[config.mk]
export PLATFORM = sky130hd
export DESIGN_NAME = fpu_int2flt_flat
export DESIGN_NICKNAME = d
export VERILOG_FILES = /design/src/rtl/fpu_int2flt_pkg.sv /design/src/rtl/fpu_int2flt_if.sv /design/src/rtl/fpu_int2flt_lzc.sv /design/src/rtl/fpu_int2flt.sv /design/src/flat_wrapper.sv
export SDC_FILE = /design/constraint.sdc
export NUM_CORES = 1
export LEC_CHECK = 0
export ABC_AREA = 1
export CAP_MARGIN = 10
export CORE_ASPECT_RATIO = 1.5
export CORE_MARGIN = 4
export CORE_UTILIZATION = 42
export DETAILED_ROUTE_END_ITERATION = 12
export DONT_BUFFER_PORTS = 1
export HOLD_SLACK_MARGIN = 0.1
export SLEW_MARGIN = 0
export SYNTH_ARGS = -nofsm -noshare
export SYNTH_HDL_FRONTEND = slang
export SYNTH_SLANG_ARGS = --single-unit
export TNS_END_PERCENT = 5
[constraint.sdc]
create_clock -name clk -period 3.3 [get_ports clk]
set_input_delay 0.99 -clock clk [delete_from_list [all_inputs] [get_ports clk]]
set_output_delay 0.99 -clock clk [all_outputs]
set_load 0.03 [all_outputs]
[src/rtl/fpu_int2flt_pkg.sv]
// Shared FPU definitions: rounding-mode encoding (common with the float-to-int
// converter), single-precision bias, and the int-to-float FSM state type.
package fpu_int2flt_pkg;

    localparam logic [2:0] RM_RNE = 3'b000;
    localparam logic [2:0] RM_RTZ = 3'b001;
    localparam logic [2:0] RM_RDN = 3'b010;
    localparam logic [2:0] RM_RUP = 3'b011;
    localparam logic [2:0] RM_RMM = 3'b100;

    localparam int FLT_BIAS = 127;
    // Exponent of a value whose leading one sits at bit 31.
    localparam logic [7:0] EXP_INIT = 8'(FLT_BIAS + 31);

    typedef enum logic [1:0] {
        ST_IDLE,
        ST_NORM,
        ST_ROUND,
        ST_DONE
    } state_t;

endpackage

[src/rtl/fpu_int2flt_if.sv]
// Operand/result handshake bundle for the integer-to-float converter.
interface fpu_int2flt_if;
    logic        in_valid;
    logic        in_ready;
    logic [31:0] in;
    logic        signed_input;
    logic [2:0]  rm;
    logic        out_valid;
    logic        out_ready;
    logic [31:0] out;
    logic        inexact;

    modport master (
        output in_valid, in, signed_input, rm, out_ready,
        input  in_ready, out_valid, out, inexact
    );

    modport slave (
        input  in_valid, in, signed_input, rm, out_ready,
        output in_ready, out_valid, out, inexact
    );
endinterface

[src/rtl/fpu_int2flt_lzc.sv]
// Combinational 32-bit leading-zero counter; returns 32 for an all-zero input.
module fpu_lzc (
    input  logic [31:0] a,
    output logic [5:0]  lz
);
    always_comb begin
        lz = 6'd32;
        // Scanning upward, the last hit is the most significant one.
        for (int i = 0; i < 32; i++) begin
            if (a[i]) lz = 6'(31 - i);
        end
    end
endmodule

[src/rtl/fpu_int2flt.sv]
// Multi-cycle int32/uint32 -> IEEE-754 single converter (FCVT.S.W / FCVT.S.WU).
// Define INT2FLT_FAST_NORM_EN for single-cycle normalization via fpu_lzc.
module fpu_int2flt
    import fpu_int2flt_pkg::*;
(
    input  logic          clk,
    input  logic          rst_n,
    fpu_int2flt_if.slave  io
);

    state_t      state_q, state_d;
    logic [31:0] mag_q, mag_d;
    logic [7:0]  exp_q, exp_d;
    logic        sign_q, sign_d;
    logic [2:0]  rm_q, rm_d;
    logic [31:0] res_q, res_d;
    logic        nx_q, nx_d;
    logic        ovld_q, ovld_d;
    logic        irdy_q, irdy_d;

    logic        cap_sign;
    logic [31:0] cap_mag;
    logic        lsb, g, r, s, round_up;
    logic [30:0] rnd_sum;

    assign cap_sign = io.signed_input & io.in[31];
    assign cap_mag  = cap_sign ? -io.in : io.in;

    assign lsb = mag_q[8];
    assign g   = mag_q[7];
    assign r   = mag_q[6];
    assign s   = |mag_q[5:0];

    always_comb begin
        round_up = 1'b0;
        case (rm_q)
            RM_RNE:  round_up = g & (r | s | lsb);
            RM_RTZ:  round_up = 1'b0;
            RM_RDN:  round_up = (g | r | s) & sign_q;
            RM_RUP:  round_up = (g | r | s) & ~sign_q;
            RM_RMM:  round_up = g;
            default: round_up = 1'b0;
        endcase
    end

    // Mantissa carry ripples straight into the exponent field.
    assign rnd_sum = {exp_q, mag_q[30:8]} + 31'(round_up);

`ifdef INT2FLT_FAST_NORM_EN
    logic [5:0] lz;
    fpu_lzc u_lzc (.a(mag_q), .lz(lz));
`endif

    always_comb begin
        state_d = state_q;
        mag_d   = mag_q;
        exp_d   = exp_q;
        sign_d  = sign_q;
        rm_d    = rm_q;
        res_d   = res_q;
        nx_d    = nx_q;
        ovld_d  = ovld_q;
        case (state_q)
            ST_IDLE: begin
                if (io.in_valid && irdy_q) begin
                    sign_d = cap_sign;
                    mag_d  = cap_mag;
                    rm_d   = io.rm;
                    exp_d  = EXP_INIT;
                    if (cap_mag == 32'd0) begin
                        res_d   = 32'd0;
                        nx_d    = 1'b0;
                        ovld_d  = 1'b1;
                        state_d = ST_DONE;
                    end else begin
                        state_d = ST_NORM;
                    end
                end
            end
            ST_NORM: begin
`ifdef INT2FLT_FAST_NORM_EN
                mag_d   = mag_q << lz;
                exp_d   = EXP_INIT - {2'b00, lz};
                state_d = ST_ROUND;
`else
                if (mag_q[31]) begin
                    state_d = ST_ROUND;
                end else begin
                    mag_d = {mag_q[30:0], 1'b0};
                    exp_d = exp_q - 8'd1;
                end
`endif
            end
            ST_ROUND: begin
                res_d   = {sign_q, rnd_sum};
                nx_d    = g | r | s;
                ovld_d  = 1'b1;
                state_d = ST_DONE;
            end
            ST_DONE: begin
                if (io.out_ready) begin
                    ovld_d  = 1'b0;
                    state_d = ST_IDLE;
                end
            end
            default: state_d = ST_IDLE;
        endcase
        irdy_d = (state_d == ST_IDLE);
    end

    always_ff @(posedge clk or negedge rst_n) begin
        if (!rst_n) begin
            state_q <= ST_IDLE;
            mag_q   <= '0;
            exp_q   <= '0;
            sign_q  <= 1'b0;
            rm_q    <= '0;
            res_q   <= '0;
            nx_q    <= 1'b0;
            ovld_q  <= 1'b0;
            irdy_q  <= 1'b0;
        end else begin
            state_q <= state_d;
            mag_q   <= mag_d;
            exp_q   <= exp_d;
            sign_q  <= sign_d;
            rm_q    <= rm_d;
            res_q   <= res_d;
            nx_q    <= nx_d;
            ovld_q  <= ovld_d;
            irdy_q  <= irdy_d;
        end
    end

    assign io.in_ready  = irdy_q;
    assign io.out_valid = ovld_q;
    assign io.out       = res_q;
    assign io.inexact   = nx_q;

endmodule

[src/flat_wrapper.sv]
// flat-port wrapper written by rule: the top's interface ports become plain ports
module fpu_int2flt_flat import fpu_int2flt_pkg::*;
  (clk, rst_n, io_in_valid, io_in, io_signed_input, io_rm, io_out_ready, io_in_ready, io_out_valid, io_out, io_inexact);
  fpu_int2flt_if io_i ();
  input  logic clk;
  input  logic rst_n;
  input wire logic [$bits(io_i.in_valid)-1:0] io_in_valid;
  input wire logic [$bits(io_i.in)-1:0] io_in;
  input wire logic [$bits(io_i.signed_input)-1:0] io_signed_input;
  input wire logic [$bits(io_i.rm)-1:0] io_rm;
  input wire logic [$bits(io_i.out_ready)-1:0] io_out_ready;
  output wire logic [$bits(io_i.in_ready)-1:0] io_in_ready;
  output wire logic [$bits(io_i.out_valid)-1:0] io_out_valid;
  output wire logic [$bits(io_i.out)-1:0] io_out;
  output wire logic [$bits(io_i.inexact)-1:0] io_inexact;
  assign io_i.in_valid = io_in_valid;
  assign io_i.in = io_in;
  assign io_i.signed_input = io_signed_input;
  assign io_i.rm = io_rm;
  assign io_i.out_ready = io_out_ready;
  assign io_in_ready = io_i.in_ready;
  assign io_out_valid = io_i.out_valid;
  assign io_out = io_i.out;
  assign io_inexact = io_i.inexact;
  fpu_int2flt u_core (.clk(clk), .rst_n(rst_n), .io(io_i));
endmodule
Word-level counts from Yosys, hierarchy flattened
Cells that the tools add are included.
- bits in registers: 81
- output and inout port bits: 35
- eq/ne operators: 10
- reduce and logical (&&, ||, !) cells: 14
- add/subtract/negate cells: 3
- muxes and demuxes: 23
- bitwise logic cells: 9
- operators by type and width (operator ; count):
    32-bit two-way mux ; 5
    32-bit one-hot mux with 2 select lines ; 2
    32-bit logical NOT ; 1
    32-bit negator ; 1
    31-bit by 1-bit adder with 31-bit output ; 1
    8-bit two-way mux ; 2
    8-bit one-hot mux with 2 select lines ; 1
    2-bit two-way mux ; 4
    2-bit one-hot mux with 4 select lines ; 1
    8-bit by 1-bit subtractor with 8-bit output (second input constant) ; 1
    3-bit by 2-bit == test with 1-bit output (second input constant) ; 2
    3-bit AND reduction ; 2
    6-bit OR reduction ; 1
    1-bit two-way mux ; 5
    1-bit bitwise AND ; 4
    2-bit == test (second input constant) ; 2
    2-bit logical NOT ; 2
    2-bit by 1-bit inequality test with 1-bit output (second input constant) ; 2
    2-bit inequality test (second input constant) ; 2
    1-bit bitwise OR ; 4
    1-bit one-hot mux with 4 select lines ; 1
    2-bit AND reduction ; 2
    4-bit AND reduction ; 1
    2-bit nonzero test ; 2
    other kinds (8) ; 8

Logic depth before layout (Yosys ltp)
Gate-level depths: netlist of the first run.
- depth after elaboration: 7
- depth in mapped cells: 19
- depth with buffers taken out: 18

Worst setup path after synthesis of the first run
OpenSTA, ideal clock, no wires.
- path kind: input port to flip-flop
- start: in io_in[0]
- end: reg u_core.res_q[5] (netlist: u_core.io.out[5])
- data arrival time: 2599 ps
- setup slack: 580 ps
- required time: 3179 ps
- cell stages on the path: 18
- library setup time: 121 ps
- cells stage by stage: inv_1 ha_1 nand3_2 nor2_2 nand2_1 nand2_2 nand2_1 nand2_1 nand2_1 nor2_1 nand2_1 nor2_1 nand3_1 nand2_2 nand2_4 buf_8 nand2_2 nand2_2
- word-level cells in the longest chain between the ends: 5
- ends and longest elaborated chain (item ; line ; RTL):
    start, declared ; flat_wrapper.sv:8 ; input wire logic [$bits(io_i.in)-1:0] io_in;
    32-bit negator ; fpu_int2flt.sv:27 ; assign cap_mag = cap_sign ? -io.in : io.in;
    32-bit two-way mux * ; fpu_int2flt.sv:27 ;
    32-bit logical NOT * ; fpu_int2flt.sv:70 ; if (cap_mag == 32'd0) begin
    2-bit by 1-bit inequality test with 1-bit output (no source line) * ; n/a ;
    3-bit AND reduction (no source line) * ; n/a ;
    end signal, assigned ; fpu_int2flt.sv:128 ; res_q <= res_d;
    end, declared ; fpu_int2flt.sv:16 ; logic [31:0] res_q, res_d;
Mark *: on every way between the ends. The rest lies on a longest branch, timed or not.
A chain may end at the register's enable or synchronous reset.

Worst setup path after layout of the first run
- start: reg u_core.mag_q[0]
- end: reg u_core.res_q[26] (netlist: u_core.io.out[26])
- word-level cells in the longest chain between the ends: 7
- elaborated cells between the ends (all ways): 10
- those cells by class: add/sub: 1; mux: 2; bitwise: 6; reduce/logical: 1
- ends and longest elaborated chain (item ; line ; RTL):
    start, declared ; fpu_int2flt.sv:12 ; logic [31:0] mag_q, mag_d;
    start signal, assigned ; fpu_int2flt.sv:124 ; mag_q <= mag_d;
    6-bit OR reduction * ; fpu_int2flt.sv:32 ; assign s = |mag_q[5:0];
    1-bit bitwise OR (2 in series) ; fpu_int2flt.sv:37 ; RM_RNE: round_up = g & (r | s | lsb);
    1-bit bitwise AND ; fpu_int2flt.sv:37 ;
    1-bit one-hot mux with 4 select lines * ; fpu_int2flt.sv:36 ; case (rm_q)
    31-bit by 1-bit adder with 31-bit output * ; fpu_int2flt.sv:47 ; assign rnd_sum = {exp_q, mag_q[30:8]} + 31'(round_up);
    32-bit one-hot mux with 2 select lines * ; fpu_int2flt.sv:63 ; case (state_q)
Marked as above.

==> metrics, run 1 <==
Max Buffers Root-to-Sink=2; critical path depth=16; required time worst endpoint=around 3.5 ns; Pre-antenna DRT Iters=5; Final Cycle Share=90.2%; worst-path fanout max=5; Hold Vio Cnt, Final=0; DR vias=~5200; area delta synth->final=8.90%; Final ANT Viol Nets=0; Mapped Area=5440 um^2; die span in x=just over 100 um; vias in the first global route=4975; clk_lat worst skew=0.34 ns; DRT Wirelength=between 10000 and 15000 um; Synth Area per Inst=6.82 um^2; I/O pin count=75; CTS clk-pin slew, worst paths=0.06 ns; CTS Buf Count=9; die height=147 um; Root Buffer=clkbuf_16; hpwl dp=11800 um; first-pass GRT wire length=24500 um; largest net degree at the start of global routing=82; Unique masters post-synth=40; Global Route Usage Sum=20.5%; MaxCap Viol Count=0; ant diodes=0; Slew Limit Headroom=52.3%; FF-to-FF Start=u_core.mag_q[0]; sum of buffers and inverters on the critical path=0; CP max stage cell=o41ai_1; pwr dens=between 800 and 900 nW/um^2; initial antenna violation count=0; Static Leak=2.81 nW; Placement Cell Area=5590 um^2; CP endpoint kind=flop; Seq cells post-synth=81; critical path class=reg -> reg; Final setup viols=0; FMAX=about 340 MHz; Post-CTS Hold Fix Bufs=0; hold crit path type=in -> async; Reg2Reg Depth=16; status=finished, final reports clean; Net Count, Synth=~840; Die Footprint=14900 um^2; core area=12600 um^2; startpoint type of the worst setup path=flop; Finished Cell Area=5920 um^2; final net count=between 800 and 900; register area=2030 um^2; Initial Utilization=43.3%; sequence of cells on the critical path=nor4_1 > nand4_1 > nor3_1 > o41ai_1 > ha_1 > nand4_4 > nor2_4 > nand3_2 > nor3_2 > nand3_1 > nor2_2 > nand3_1 > nor2_2 > a21oi_1 > nand2_1 > nand2_1; Final Skew=0.00975 ns; Synth Instances=797; Starting DRT DRC Count=245; # clock sinks=81; port bufs=0; Seq/Total Area, Yosys=between 30% and 40%; Synth Warn #=0; Setup TNS=0 ns; Fill cells=1321; multi-input logic area=slightly below 3000 um^2; Final Util=47.1%; Final Max Tran Viols=0; CTS tree=done; RSZ-0062 raised after global routing=false; Period minus WS final=2.98 ns; proportion of layout cells with a drive suffix above 1=between 10 and 15%; CP startpoint=u_core.mag_q[0]; CP delay by family, top=simple AND/OR/NAND/NOR gates; gr ovfl total=0; Slew @ Worst Pin=roughly 0.72 ns; drt wl/cell=15.6 um; VDD IR max=0.307 mV; max incr delay on CP=0.40 ns; worst path arrival time=around 3.2 ns; DRC=0; Max H-tree Level=3; vias per inst=around 5.4; gpl congestion=0.884; # rows=50
-- registers in the layout, summed over array words and instances (netlist names), 2 cells and up --
name,count
u_core.exp_q,8
u_core.io.out,32
u_core.mag_q,32
u_core.rm_q,3
u_core.state_q,2
-- path summary, 6_finish.rpt --
kind / slack, ns / end
max: 0.32 / u_core.io.out[26]
min: 0.34 / u_core.mag_q[3]
max reg2reg: 0.32 / u_core.io.out[26]
min reg2reg: 0.50 / u_core.mag_q[7]
max in group asynchronous: 2.85 / u_core.mag_q[17]
min in group clk: 0.50 / u_core.mag_q[7]
-- cells in the mapped netlist (all sizes together) --
cell type    n  area [um^2]
nor3        14         75.1
o41ai        1         8.76
nor4         7         43.8
o221ai      27          236
nand3       65          335
buf          9         77.6
o21ai       30          158
a22oi        2         15.0
xnor2        2         17.5
ha           5         62.6
nor2       100          418
nand4       14          103
a21oi       20          100
nor2b        1         6.26
clkinv       2         7.51
o311ai       1         8.76
a31o         1         8.76
clkbuf       9         33.8
nand3b       3         22.5
dfrtp       81         2030
xor2         3         26.3
or2          5         31.3
nand2      296         1230
o211ai       3         22.5
inv         96          365
-- cell families (layout without fill, tap and decap cells) --
logic type	count (synthesis)	after routing	synth area share, %
flops	81	81	37.3
buf+inv	116	122	8.90
xor+xnor	5	5	0.805
fa+ha+maj	5	5	1.15
compound gates	85	85	10.3
simple gates	505	505	41.6
-- per-stage QoR --
step / worst slack [ns] / hold slack, ns / power [W] / cells
after floorplan: 0.580 / 0.459 / 0.00347 / 797
after global placement: 0.0971 / 0.468 / 0.00380 / 943
after detailed placement: 0.0449 / 0.482 / 0.00386 / 943
after CTS: 0.284 / 0.329 / 0.00496 / 959
after global routing: 0.0127 / 0.328 / 0.00529 / 959
final: 0.324 / 0.344 / 0.00492 / 959
-- placed cells by master (no fill, tap or decap) --
master	Yosys	layout
or2_2	5	5
bufinv_16	0	2
o41ai_1	1	1
nor2b_1	1	1
clkbuf_8	0	1
nor2_4	2	2
nand3b_1	3	3
buf_4	1	8
xor2_1	3	3
a22oi_1	2	2
clkinv_1	2	2
nand3_2	2	2
a31o_2	1	1
nand3_1	63	63
nor2_2	11	11
clkinv_4	0	1
inv_1	93	93
nor2_1	87	87
clkinvlp_4	0	3
nand2_1	253	253
a21oi_1	20	20
o311ai_0	1	1
o221ai_1	27	27
ha_1	5	5
o211ai_1	3	3
xnor2_1	2	2
nand4_4	1	1
o21ai_2	2	2
nor3_2	1	3
clkbuf_16	0	9
nor4_1	7	7
o21ai_1	1	1
nand2_2	41	41
o21ai_0	27	27
dfrtp_1	81	81
nand2_4	2	2
inv_6	1	1
nor3_1	13	11
nand4_1	13	13
inv_2	2	2
-- metal layers --
metal	routed length [um]	vias to the layer above	track usage (%)	part of all wire (%)
met2	7720	151	36.8	52
li1	-	2581	-	-
met5	0	-	0	0
met4	314	0	6.65	2.1
met1	6190	2399	24.1	41
met3	744	21	4.25	5.0
-- repair_timing --
item                                    4_1_cts  5_1_grt
setup buffers                                 0        0
resized for setup                             0        1
endpoints found under the setup margin        0        1
-- cell type report --
type | instances | share of cell area (%)
Inverter | 98 | 6.29
Clock inverter | 6 | 1.54
Timing Repair Buffer | 8 | 1.01
Clock buffer | 10 | 4.03
Multi-Input combinational cell | 600 | 49.6
Sequential cell | 81 | 34.2
Tap cell | 156 | 3.30
-- power by group --
group / internal [W] / leakage (nW) / switching [W]
sequential: 0.00144 / 1.00 / 0.000741
clock: 0.000684 / 0.151 / 0.000399
combinational: 0.000580 / 1.66 / 0.00108
total: 0.00270 / 2.81 / 0.00222
Note: power is estimated with default switching activity, not from simulation.
==> run 2: changes to the inputs <==
--- a/config.mk
+++ b/config.mk
@@ -5,13 +5,13 @@
 export SDC_FILE = /design/constraint.sdc
 export NUM_CORES = 1
 export LEC_CHECK = 0
-export ABC_AREA = 1
 export CAP_MARGIN = 10
 export CORE_ASPECT_RATIO = 1.5
 export CORE_MARGIN = 4
 export CORE_UTILIZATION = 42
 export DETAILED_ROUTE_END_ITERATION = 12
 export DONT_BUFFER_PORTS = 1
+export GPL_TIMING_DRIVEN = 0
 export HOLD_SLACK_MARGIN = 0.1
 export SLEW_MARGIN = 0
 export SYNTH_ARGS = -nofsm -noshare
==> run 2 against run 1 <==
  * The run now ends with setup timing left
  * Combinational power decreased by 4%
  * Fmax decreased by 19%
  * Via count decreased by 5.2%
  * Flip-flop and latch count unchanged
  * Sequential power increased by 4%
  * Setup slack got worse by 0.71 ns
  * Clock power decreased by 18%
  * Register-to-register slack got worse by 0.39 ns
  * Critical path depth decreased by 7
  * Utilization increased by 3.1 points
  * Synthesized area decreased by 3.5%
  * Sequential share of layout area decreased by 0.97 points
==> metrics, run 2 <==
Initial Utilization=between 40% and 50%; Yosys top cell by area=dfrtp_1; gpl congestion=0.885; Synth Instances=slightly above 600; proportion of synthesized area in mux cells=0.810%; Placement Cell Area=5500 um^2; first-pass GRT wire length=25400 um; gr ovfl total=0; MaxCap Viol Count=0; DP Cell Count=roughly 770; hpwl dp=11900 um; initial antenna violation count=0; Synth Warn #=0; Primary FF master, synth=dfrtp_1; hold crit path type=in -> async; clk_lat worst skew=0.34 ns; final net count=691; Final ANT Viol Nets=0; Synth Area in Simple Gates=about 22%; VDD IR max=roughly 0.30 mV; proportion of layout cells with a drive suffix above 1=between 10 and 15%; vias per inst=a little over 6; Starting DRT DRC Count=251; FMAX=roughly 270 MHz; Final setup viols=35; RSZ-0062 raised after global routing=true; Period minus WS final=3.69 ns; Internal Power=0.00261 W; main combinational cell family by area after synthesis=simple AND/OR/NAND/NOR gates; worst path arrival time=about 3.9 ns; Final Util=about half; I/O pin count=75; status=finished, violations left; die height=145 um; Slew @ Worst Pin=0.936 ns; Global Route Usage Sum=around 22%; required time worst endpoint=3.52 ns; Final Skew=0.00646 ns; Unique masters post-synth=60; switching share of power=45.1%; Flop pwr share=47.5%; part of the power in the clock network=between 10% and 20%; port bufs=0; Post-synth top cells=dfrtp_1, nand2_1, o21ai_0; top-count cell post-synth=dfrtp_1; vias in the first global route=about 5000; failing checks=setup timing; Root Buffer=clkbuf_16; Synth Area per Inst=approximately 8.5 um^2; drt wl/cell=19.8 um; largest net degree at the start of global routing=82; setup ws final=-0.391 ns; Seq/Total Area, Yosys=38.6%; area delta synth->final=16.1%; Max H-tree Level=3; DRC=0; die span in x=99.3 um; critical path class=in -> reg; adder-cell share of the synthesized area=1.19%; post-place setup slack=-1.16 ns; # clock sinks=roughly 80; Comb power frac=33.8%; Max Buffers Root-to-Sink=2; Die Footprint=14400 um^2; Switch Pwr=0.00214 W; Pre-antenna DRT Iters=5; worst-path fanout max=8; async set-reset flop share out of synthesis=100%; pwr dens=779 nW/um^2; DRT Wirelength=15900 um; Hold Vio Cnt, Final=0; commonest non-fill, non-tap cell in the layout=dfrtp_1; Seq cells post-synth=81; Synth Area in XOR/XNOR=10.7%; CP endpoint kind=flop; Static Leak=2.32 nW; ant diodes=0; Final Max Tran Viols=0; DR vias=4882; EDFF count, synth=0; Finished Cell Area=6100 um^2; startpoint type of the worst setup path=input port; commonest non-fill, non-tap cells in the layout=dfrtp_1, nand2_1, nor2_1, a22oi_1, o21ai_0; Synth area leaders=dfrtp_1, xnor2_1, a22oi_1, o21ai_0, nand2_1; Post-CTS Hold Fix Bufs=0; Final Cycle Share=112%; CTS Buf Count=9; Non-Filler Instances=801; Net Count, Synth=664; compound-cell area share of the yosys netlist=22.0%; core area=12100 um^2; Mapped Area=5250 um^2; CTS clk-pin slew, worst paths=around 0.06 ns; Yosys top cell area share=38.6%; # rows=49; Slew Limit Headroom=37.1%; CTS tree=done
## run 2: cell types whose count changed after synthesis, moves of 31 or more
cell / previous run / this run
nand2_2: 41 / 0
nand2_1: 253 / 73
nand3_1: 63 / 11
inv_1: 93 / 10
clkbuf_1: 9 / 40
nor2_1: 87 / 41
xnor2_1: 2 / 37
a22oi_1: 2 / 40
## run 2: cells by family (layout without fill, tap and decap cells)
family,after synthesis,count (layout)
simple gates,227,227
compound gates,179,179
flops,81,81
xor+xnor,64,64
buf+inv,59,88
fa+ha+maj,5,5
mux,4,4
## run 2: cell type report
cell class,count,area (um^2)
inverter,10,37.5
fill,1182,6040
tap,153,191
clock buffer,12,246
timing repair buffer,18,144
sequential,81,2030
buffer,47,256
multi-input combinational,479,3190
clock inverter,1,5.00
## run 2: final timing paths
check                                     from                 to  slack (ns)  depth (start not counted)
worst min register to register  u_core.rm_q[1]     u_core.rm_q[1]        0.52                          2
worst max-delay path                  io_in[3]  u_core.io.out[21]       -0.39                          9
worst max register to register  u_core.rm_q[0]  u_core.io.out[30]       -0.07                         13
worst min-delay path                     rst_n  u_core.io.out[30]        0.34                          0
max in group asynchronous                rst_n    u_core.exp_q[1]        2.79                          0
min in group clk                u_core.rm_q[1]     u_core.rm_q[1]        0.52                          2
## run 2: per-stage QoR
step,hold slack (ns),TNS [ns],power [W]
floorplan,0.461,-17.50,0.00335
global placement,0.503,-34.91,0.00376
detailed placement,0.497,-38.04,0.00382
CTS,0.336,-13.77,0.00475
global route,0.334,-13.75,0.00507
finish,0.344,-11.98,0.00475
## run 2: metal layers
metal	share of wire [%]	track usage, %	wire (um)
met5	0	0	0
met4	3.8	11.3	597
met3	5.1	4.08	812
met2	53	39.1	8320
met1	39	24.7	6120
## run 2: what timing repair did
item / CTS / global route
pin swaps: 14 / 8
buffers inserted: 10 / 5
setup endpoints to repair: 35 / 35
gates resized for setup: 43 / 22
gates cloned: 2 / 0
## run 2: power groups by stage
stage / Combinational (W) / Sequential (W) / Clock, W
6_report: 0.00160 / 0.00226 / 0.000886
5_1_grt: 0.00181 / 0.00232 / 0.000935
4_1_cts: 0.00159 / 0.00225 / 0.000900
3_5_place_dp: 0.00155 / 0.00227 / 0
3_3_place_gp: 0.00151 / 0.00225 / 0
2_1_floorplan: 0.00123 / 0.00213 / 0
## run 2: critical path: stages
cell,delay (ns)
clkbuf_16,0.14
or4_4,0.42
buf_6,0.15
a2111o_1,0.28
o311a_1,0.17
or4_1,0.51
or4b_1,0.55
or4_4,0.50
a31o_1,0.20
